File: config.mk
export PLATFORM = sky130hd
export DESIGN_NAME = frame_sync_receiver
export DESIGN_NICKNAME = d
export VERILOG_FILES = /design/src/rtl/frame_sync_pkg.sv /design/src/rtl/alternation_counter.sv /design/src/rtl/frame_sync_receiver.sv
export SDC_FILE = /design/constraint.sdc
export NUM_CORES = 1
export LEC_CHECK = 0
export ABC_AREA = 1
export BUFFER_PORTS_ARGS = -buffer_cell sky130_fd_sc_hd__buf_2
export CELL_PAD_IN_SITES_DETAIL_PLACEMENT = 1
export CELL_PAD_IN_SITES_GLOBAL_PLACEMENT = 1
export CORE_UTILIZATION = 25
export CTS_BUF_LIST = sky130_fd_sc_hd__clkbuf_4 sky130_fd_sc_hd__clkbuf_8
export DETAILED_ROUTE_END_ITERATION = 7
export GPL_ROUTABILITY_DRIVEN = 0
export PLACE_DENSITY_LB_ADDON = 0.1
export SETUP_SLACK_MARGIN = 0.5
export SYNTH_ARGS = -nofsm -noshare
export SYNTH_HDL_FRONTEND = slang
export SYNTH_SLANG_ARGS = --single-unit
export TNS_END_PERCENT = 20
File: constraint.sdc
create_clock -name Clock -period 2.8 [get_ports Clock]
set_clock_uncertainty 0.15 [all_clocks]
set_input_delay 0.14 -clock Clock [delete_from_list [all_inputs] [get_ports Clock]]
set_output_delay 0.14 -clock Clock [all_outputs]
set_load 0.02 [all_outputs]
File: src/rtl/frame_sync_pkg.sv
`default_nettype none
// ============================================================================
//  Module   : frame_sync_pkg
//  Brief    : Shared state encoding and default delimiter for the frame
//             synchronising receiver.
//  Revision : 1.0 - initial release
// ============================================================================
package frame_sync_pkg;

    // Receiver states; HUNT is the idle state and the only one with Busy low.
    typedef enum logic [2:0] {
        ST_HUNT       = 3'd0,
        ST_PREAMBLE   = 3'd1,
        ST_SFD_SEARCH = 3'd2,
        ST_HEADER     = 3'd3,
        ST_PARITY     = 3'd4,
        ST_PAYLOAD    = 3'd5
    } state_t;

    // Default start-of-frame delimiter, transmitted MSB first.
    localparam logic [7:0] C_DEFAULT_SFD = 8'b1101_0000;

endpackage
`default_nettype wire

File: src/rtl/alternation_counter.sv
`default_nettype none
// ============================================================================
//  Module   : alternation_counter
//  Brief    : Tracks the length of the current run of alternating sampled
//             bits, saturating at MAX_COUNT.  o_count / o_qualified describe
//             the run including the bit presented on i_bit this cycle.
//  Revision : 1.0 - initial release
// ============================================================================
module alternation_counter #(
    parameter int MAX_COUNT = 32,
    parameter int CNT_W     = $clog2(MAX_COUNT + 1)
) (
    input  logic             clk,
    input  logic             rst,
    input  logic             i_clear,
    input  logic             i_bit,
    input  logic             i_valid,
    output logic [CNT_W-1:0] o_count,
    output logic             o_qualified
);

    localparam logic [CNT_W-1:0] C_MAX = CNT_W'(MAX_COUNT);
    localparam logic [CNT_W-1:0] C_ONE = CNT_W'(1);

    logic [CNT_W-1:0] r_count;
    logic             r_prev;
    logic [CNT_W-1:0] w_next;
    logic             w_restart;

    // A zero count means no previous bit, so the next bit starts a new run.
    assign w_restart = (r_count == '0) || (i_bit == r_prev);

    // Run length after accepting the current bit, held at the ceiling.
    always_comb begin
        w_next = C_ONE;
        if (w_restart) begin
            w_next = C_ONE;
        end else if (r_count >= C_MAX) begin
            w_next = C_MAX;
        end else begin
            w_next = r_count + C_ONE;
        end
    end

    assign o_count     = i_valid ? w_next : r_count;
    assign o_qualified = i_valid && (w_next == C_MAX);

    // Run-length register; clear forgets the previous bit entirely.
    always_ff @(posedge clk or posedge rst) begin
        if (rst) begin
            r_count <= '0;
            r_prev  <= 1'b0;
        end else if (i_clear) begin
            r_count <= '0;
        end else if (i_valid) begin
            r_count <= w_next;
            r_prev  <= i_bit;
        end
    end

endmodule
`default_nettype wire

File: src/rtl/frame_sync_receiver.sv
`default_nettype none
// ============================================================================
//  Module   : frame_sync_receiver
//  Brief    : Serial frame receiver: preamble hunt, delimiter search, length
//             header with even parity, then payload forwarding with framing
//             pulses.
//  Revision : 1.0 - initial release
// ============================================================================
module frame_sync_receiver
    import frame_sync_pkg::*;
#(
    parameter int               PREAMBLE_MIN = 32,
    parameter int               SFD_W        = 8,
    parameter logic [SFD_W-1:0] SFD          = SFD_W'(C_DEFAULT_SFD),
    parameter int               LEN_W        = 12,
    parameter int               MAX_LEN      = 4095
) (
    input  logic             Clock,
    input  logic             Reset,
    input  logic             Input,
    input  logic             InputValid,
    output logic             Output,
    output logic             OutputValid,
    output logic             FrameStart,
    output logic             FrameEnd,
    output logic             Error,
    output logic [LEN_W-1:0] Length,
    output logic             Busy
);

    localparam int C_ALT_W     = $clog2(PREAMBLE_MIN + 1);
    localparam int C_SFD_CNT_W = $clog2(SFD_W + 1);
    localparam int C_HDR_CNT_W = $clog2(LEN_W + 1);

    localparam logic [C_ALT_W-1:0]     C_ALT_ONE  = C_ALT_W'(1);
    localparam logic [C_SFD_CNT_W-1:0] C_SFD_LAST = C_SFD_CNT_W'(SFD_W - 1);
    localparam logic [C_HDR_CNT_W-1:0] C_HDR_LAST = C_HDR_CNT_W'(LEN_W - 1);
    localparam logic [LEN_W-1:0]       C_MAX_LEN  = LEN_W'(MAX_LEN);
    localparam logic [LEN_W-1:0]       C_LEN_ONE  = LEN_W'(1);

    state_t                  r_state;
    logic [SFD_W-2:0]        r_sfd_hist;
    logic [C_SFD_CNT_W-1:0]  r_sfd_cnt;
    logic [LEN_W-1:0]        r_len_sr;
    logic [C_HDR_CNT_W-1:0]  r_hdr_cnt;
    logic [LEN_W-1:0]        r_pay_cnt;
    logic                    r_out;
    logic                    r_out_valid;
    logic                    r_frame_start;
    logic                    r_frame_end;
    logic                    r_error;
    logic [LEN_W-1:0]        r_length;
    logic                    r_busy;

    logic [SFD_W-1:0]        w_sfd_window;
    logic                    w_sfd_match;
    logic                    w_alt_clear;
    logic [C_ALT_W-1:0]      w_alt_count;
    logic                    w_alt_qualified;
    logic                    w_hdr_ok;

    // Last SFD_W sampled bits: stored history plus the bit arriving now.
    assign w_sfd_window = {r_sfd_hist, Input};
    assign w_sfd_match  = (w_sfd_window == SFD);

    // The run counter only lives while hunting or riding the preamble, so
    // every return to HUNT starts from an empty run.
    assign w_alt_clear = !((r_state == ST_HUNT) || (r_state == ST_PREAMBLE));

    // Length field is complete when the parity bit is on Input.
    assign w_hdr_ok = ~(^r_len_sr ^ Input) &&
                      (r_len_sr != '0) &&
                      (r_len_sr <= C_MAX_LEN);

    alternation_counter #(
        .MAX_COUNT (PREAMBLE_MIN),
        .CNT_W     (C_ALT_W)
    ) u_alt (
        .clk         (Clock),
        .rst         (Reset),
        .i_clear     (w_alt_clear),
        .i_bit       (Input),
        .i_valid     (InputValid),
        .o_count     (w_alt_count),
        .o_qualified (w_alt_qualified)
    );

    // Receiver state machine with registered outputs; advances on valid bits.
    always_ff @(posedge Clock or posedge Reset) begin
        if (Reset) begin
            r_state       <= ST_HUNT;
            r_sfd_hist    <= '0;
            r_sfd_cnt     <= '0;
            r_len_sr      <= '0;
            r_hdr_cnt     <= '0;
            r_pay_cnt     <= '0;
            r_out         <= 1'b0;
            r_out_valid   <= 1'b0;
            r_frame_start <= 1'b0;
            r_frame_end   <= 1'b0;
            r_error       <= 1'b0;
            r_length      <= '0;
            r_busy        <= 1'b0;
        end else begin
            r_out_valid   <= 1'b0;
            r_frame_start <= 1'b0;
            r_frame_end   <= 1'b0;
            r_error       <= 1'b0;
            if (InputValid) begin
                case (r_state)
                    ST_HUNT: begin
                        r_sfd_hist <= w_sfd_window[SFD_W-2:0];
                        if (w_alt_qualified) begin
                            r_state <= ST_PREAMBLE;
                            r_busy  <= 1'b1;
                        end
                    end
                    ST_PREAMBLE: begin
                        r_sfd_hist <= w_sfd_window[SFD_W-2:0];
                        // A restarted run means this bit repeated its
                        // predecessor; it is the first bit after the break.
                        if (w_alt_count == C_ALT_ONE) begin
                            r_state   <= ST_SFD_SEARCH;
                            r_sfd_cnt <= C_SFD_CNT_W'(1);
                        end
                    end
                    ST_SFD_SEARCH: begin
                        r_sfd_hist <= w_sfd_window[SFD_W-2:0];
                        if (w_sfd_match) begin
                            r_state   <= ST_HEADER;
                            r_hdr_cnt <= '0;
                        end else if (r_sfd_cnt == C_SFD_LAST) begin
                            r_state <= ST_HUNT;
                            r_busy  <= 1'b0;
                        end else begin
                            r_sfd_cnt <= r_sfd_cnt + C_SFD_CNT_W'(1);
                        end
                    end
                    ST_HEADER: begin
                        r_len_sr <= {r_len_sr[LEN_W-2:0], Input};
                        if (r_hdr_cnt == C_HDR_LAST) begin
                            r_state <= ST_PARITY;
                        end else begin
                            r_hdr_cnt <= r_hdr_cnt + C_HDR_CNT_W'(1);
                        end
                    end
                    ST_PARITY: begin
                        if (w_hdr_ok) begin
                            r_length      <= r_len_sr;
                            r_frame_start <= 1'b1;
                            r_pay_cnt     <= '0;
                            r_state       <= ST_PAYLOAD;
                        end else begin
                            r_error <= 1'b1;
                            r_state <= ST_HUNT;
                            r_busy  <= 1'b0;
                        end
                    end
                    ST_PAYLOAD: begin
                        r_out       <= Input;
                        r_out_valid <= 1'b1;
                        // Compare against Length-1 so the counter never
                        // has to hold Length itself.
                        if (r_pay_cnt == (r_length - C_LEN_ONE)) begin
                            r_frame_end <= 1'b1;
                            r_state     <= ST_HUNT;
                            r_busy      <= 1'b0;
                        end else begin
                            r_pay_cnt <= r_pay_cnt + C_LEN_ONE;
                        end
                    end
                    default: begin
                        r_state <= ST_HUNT;
                        r_busy  <= 1'b0;
                    end
                endcase
            end
        end
    end

    assign Output      = r_out;
    assign OutputValid = r_out_valid;
    assign FrameStart  = r_frame_start;
    assign FrameEnd    = r_frame_end;
    assign Error       = r_error;
    assign Length      = r_length;
    assign Busy        = r_busy;

endmodule
`default_nettype wire

==> impl_metrics.env <==
export IMPL_clk_path_buf_depth=2
export IMPL_setup_tns_ns=0
export IMPL_sw_frac_of_total_pct=28.7
export IMPL_start_util_pct=25.7
export IMPL_hold_viol=0
export IMPL_numCtsBuffers=9
export IMPL_ys_flop_type="dfrtp_1"
export IMPL_topRoutingLayerUsed="met4"
export IMPL_avgSynthCellArea_sq_um=7.47
export IMPL_dr_first_iter_drc_count=109
export IMPL_synth_seq_cells=67
export IMPL_pwr_share_clk_pct=42.1
export IMPL_io_pins=22
export IMPL_track_usage_pct=14.8
export IMPL_pre_cts_slack_ns=0.289
export IMPL_p_seq_share_pct=46.6
export IMPL_die_x_microns=130
export IMPL_grt_pass1_vias=3759
export IMPL_cap_viol_max_count=0
export IMPL_power_frac_comb_pct=11.3
export IMPL_worstSetupPathType="reg2reg"
export IMPL_synth_distinct_cells=38
export IMPL_multi_input_area_sq_um=2290
export IMPL_cp_start_kind="flip-flop"
export IMPL_core_area_sq_um=16000
export IMPL_setup_violations_final=0
export IMPL_period_minus_slack_ns=2.19
export IMPL_synth_edf_count=0
export IMPL_tightest_slew_ns=0.882
export IMPL_worstPathArrival_ns=2.31
export IMPL_yosys_warnings=0
export IMPL_ir_worst_vdd_v=0.000291
export IMPL_clk_latency_ns=0.36
export IMPL_synthCells=551
export IMPL_worstPathRequired_ns=2.93
export IMPL_end_kind="flip-flop"
export IMPL_drv_slew=0
export IMPL_hold_class="in2reg"
export IMPL_p_leak_nw=2.37
export IMPL_rsz0062_at_grt="yes"
export IMPL_synth_fp_nets=567
export IMPL_met2_length_microns=5900
export IMPL_root_buffer="clkbuf_8"
export IMPL_met3WireLength_microns=299
export IMPL_p_int_mw=1.60
export IMPL_synth_seq_area_share_pct=40.7
export IMPL_cts_sinks=67
export IMPL_nets=610
export IMPL_die_area_sq_um=17000
export IMPL_grt_overflow=0
export IMPL_power_density_nw_per_um2=450
export IMPL_vias=3617
export IMPL_place_hpwl_microns=8580
export IMPL_port_buffers=21
export IMPL_m1WireLength_microns=5210
export IMPL_seq_area_sq_um=1680
export IMPL_syn2layout_area_growth_pct=21.3
export IMPL_synthesis_area_sq_um=4120
export IMPL_h_tree_depth=3
export IMPL_maxSlewHeadroom_pct=41.1
export IMPL_fmax_mhz=457
export IMPL_cts_tree="done"
export IMPL_num_fill_cells=1998
export IMPL_p_sw_mw=0.646
export IMPL_layout_drive_gt1_share_pct=21.9
export IMPL_chipHeight_microns=130
export IMPL_clkTransAtPathRegs_ns=0.08
export IMPL_status="complete, no violations"
export IMPL_std_cell_rows=46
export IMPL_dr_pass1_iters=4
export IMPL_cp_max_fo=7
export IMPL_ant_nets=0
export IMPL_grt_max_degree=39
export IMPL_grt_pass1_wl_microns=19000
export IMPL_layout_setup_ws_ns=0.614
export IMPL_routed_wl_microns=11500
export IMPL_drc=0
export IMPL_period_share_pct=78.1
export IMPL_antenna_found_initial=0
export IMPL_routedWlPerCell_microns=14.2
export IMPL_viasPerCell=4.44
export IMPL_diodes=0
export IMPL_async_reset_ff_share_pct=100
## timing repair
action / CTS / global route
hold endpoints to repair: 35 / 0
endpoints found under the setup margin: 16 / 34
setup buffers: 3 / 7
resized for setup: 13 / 32
hold buffers: 1 / 0
cloned: 1 / 1
pin swaps: 3 / 14
## cells in the mapped netlist (2+ instances only)
library cell	number	area share [%]
ha_1	12	3.6
nor3_1	10	1.2
or2_2	2	0.30
dfrtp_1	67	41
nand3_1	43	5.2
nor3_2	2	0.49
o21ai_0	41	5.0
nand2_2	20	3.0
a31oi_1	3	0.46
o21ai_1	5	0.61
a21oi_1	13	1.6
nand3b_1	4	0.73
nand4_1	4	0.61
clkbuf_1	4	0.36
nor3b_1	3	0.55
nor2_1	47	4.3
nand3_2	2	0.49
nor2_4	3	0.82
xor2_1	11	2.3
xnor2_1	10	2.1
nor2_2	5	0.76
nand2_1	150	14
buf_2	5	0.61
nand2_4	4	1.1
inv_1	68	6.2
## power groups by stage
| stage | Clock, mW | Sequential (mW) | Combinational, mW |
|---|---|---|---|
| floorplan | 0 | 1.06 | 0.179 |
| global placement | 0 | 1.06 | 0.247 |
| detailed placement | 0 | 1.07 | 0.250 |
| CTS | 0.992 | 1.05 | 0.257 |
| global route | 1.03 | 1.05 | 0.295 |
| finish | 0.948 | 1.05 | 0.254 |
## metal layers
layer  vias up  global-route usage (%)
met4         0                    3.79
li1       1839                       -
met1      1742                    17.2
met3         9                    3.61
met5         -                       0
met2        27                    27.1
## registers in the layout, indices dropped and copies added, names as in the netlist, 3 cells and up
signal         count
r_pay_cnt         12
r_state            3
r_len_sr          12
r_sfd_cnt          4
r_hdr_cnt          4
r_sfd_hist         7
u_alt.r_count      6
Length            12
## final cells by class
| class | count | area share, % |
|---|---|---|
| Sequential cell | 67 | 33.7 |
| Clock inverter | 7 | 2.00 |
| Tap cell | 216 | 5.41 |
| Clock buffer | 9 | 2.48 |
| Multi-Input combinational cell | 405 | 45.8 |
| Timing Repair Buffer | 41 | 5.31 |
| Inverter | 70 | 5.31 |
## placed cells by master (no fill, tap or decap), drive strengths merged
| cell | n |
|---|---|
| nand2 | 176 |
| inv | 71 |
| dfrtp | 67 |
| nor2 | 56 |
| nand3 | 46 |
| o21ai | 46 |
| buf | 40 |
| a21oi | 14 |
| nor3 | 12 |
| ha | 12 |
| xor2 | 11 |
| xnor2 | 10 |
| clkbuf | 9 |
| nand3b | 4 |
| nand4 | 4 |
| clkinv | 4 |
| nor3b | 3 |
| a31oi | 3 |
| or2 | 2 |
| bufinv | 2 |
| o21a | 1 |
| nor4 | 1 |
| o31ai | 1 |
| and2 | 1 |
| a21o | 1 |
| a211oi | 1 |
| dlygate4sd3 | 1 |
## per-stage QoR
step                      utilization [%]  power, mW  instances  hold WS, ns  cell area [sq um]
after floorplan                         -       1.24        551        0.169               4120
after global placement               28.1       1.31        786        0.229               4490
after detailed placement             28.1       1.32        786        0.235               4490
after CTS                            30.1       2.30        807       0.0154               4810
after global routing                 31.2       2.38        815       0.0553               5000
final                                31.2       2.25        815       0.0407               5000
## worst max-delay path, stage by stage, from the launching register on
cell and delay, ns:
dfrtp_1 0.44, inv_1 0.09, nor2_1 0.10, inv_1 0.09, nor2_1 0.35, o31ai_1 0.19, nand2_1 0.14, nand2_1 0.16
o21ai_0 0.20, nor3b_1 0.19
## path summary, 6_finish.rpt
check                                        start  slack [ns]                  endpoint  cells past startpoint
min in group asynchronous                    Reset        0.35   r_len_sr[9]$_DFFE_PP0P_                      3
setup / recovery            r_state[0]$_DFFE_PP0P_        0.61  r_hdr_cnt[3]$_DFFE_PP0P_                      9
hold / removal                          InputValid        0.04  r_hdr_cnt[0]$_DFFE_PP0P_                      2
hold reg to reg            r_len_sr[9]$_DFFE_PP0P_        0.35   r_len_sr[9]$_DFFE_PP0P_                      2
setup reg to reg            r_state[0]$_DFFE_PP0P_        0.61  r_hdr_cnt[3]$_DFFE_PP0P_                      9
max in group asynchronous                    Reset        1.39     Length[0]$_DFFE_PP0P_                      4
## logic make-up (layout without fill, tap and decap cells)
| logic type | Yosys count | after routing | share of synthesized area (%) |
|---|---|---|---|
| compound gates | 67 | 67 | 8.57 |
| xor+xnor | 21 | 21 | 4.47 |
| fa+ha+maj | 12 | 12 | 3.65 |
| buf+inv | 81 | 127 | 8.11 |
| flops | 67 | 67 | 40.7 |
| simple gates | 303 | 305 | 34.5 |
Note: power is estimated with default switching activity, not from simulation.
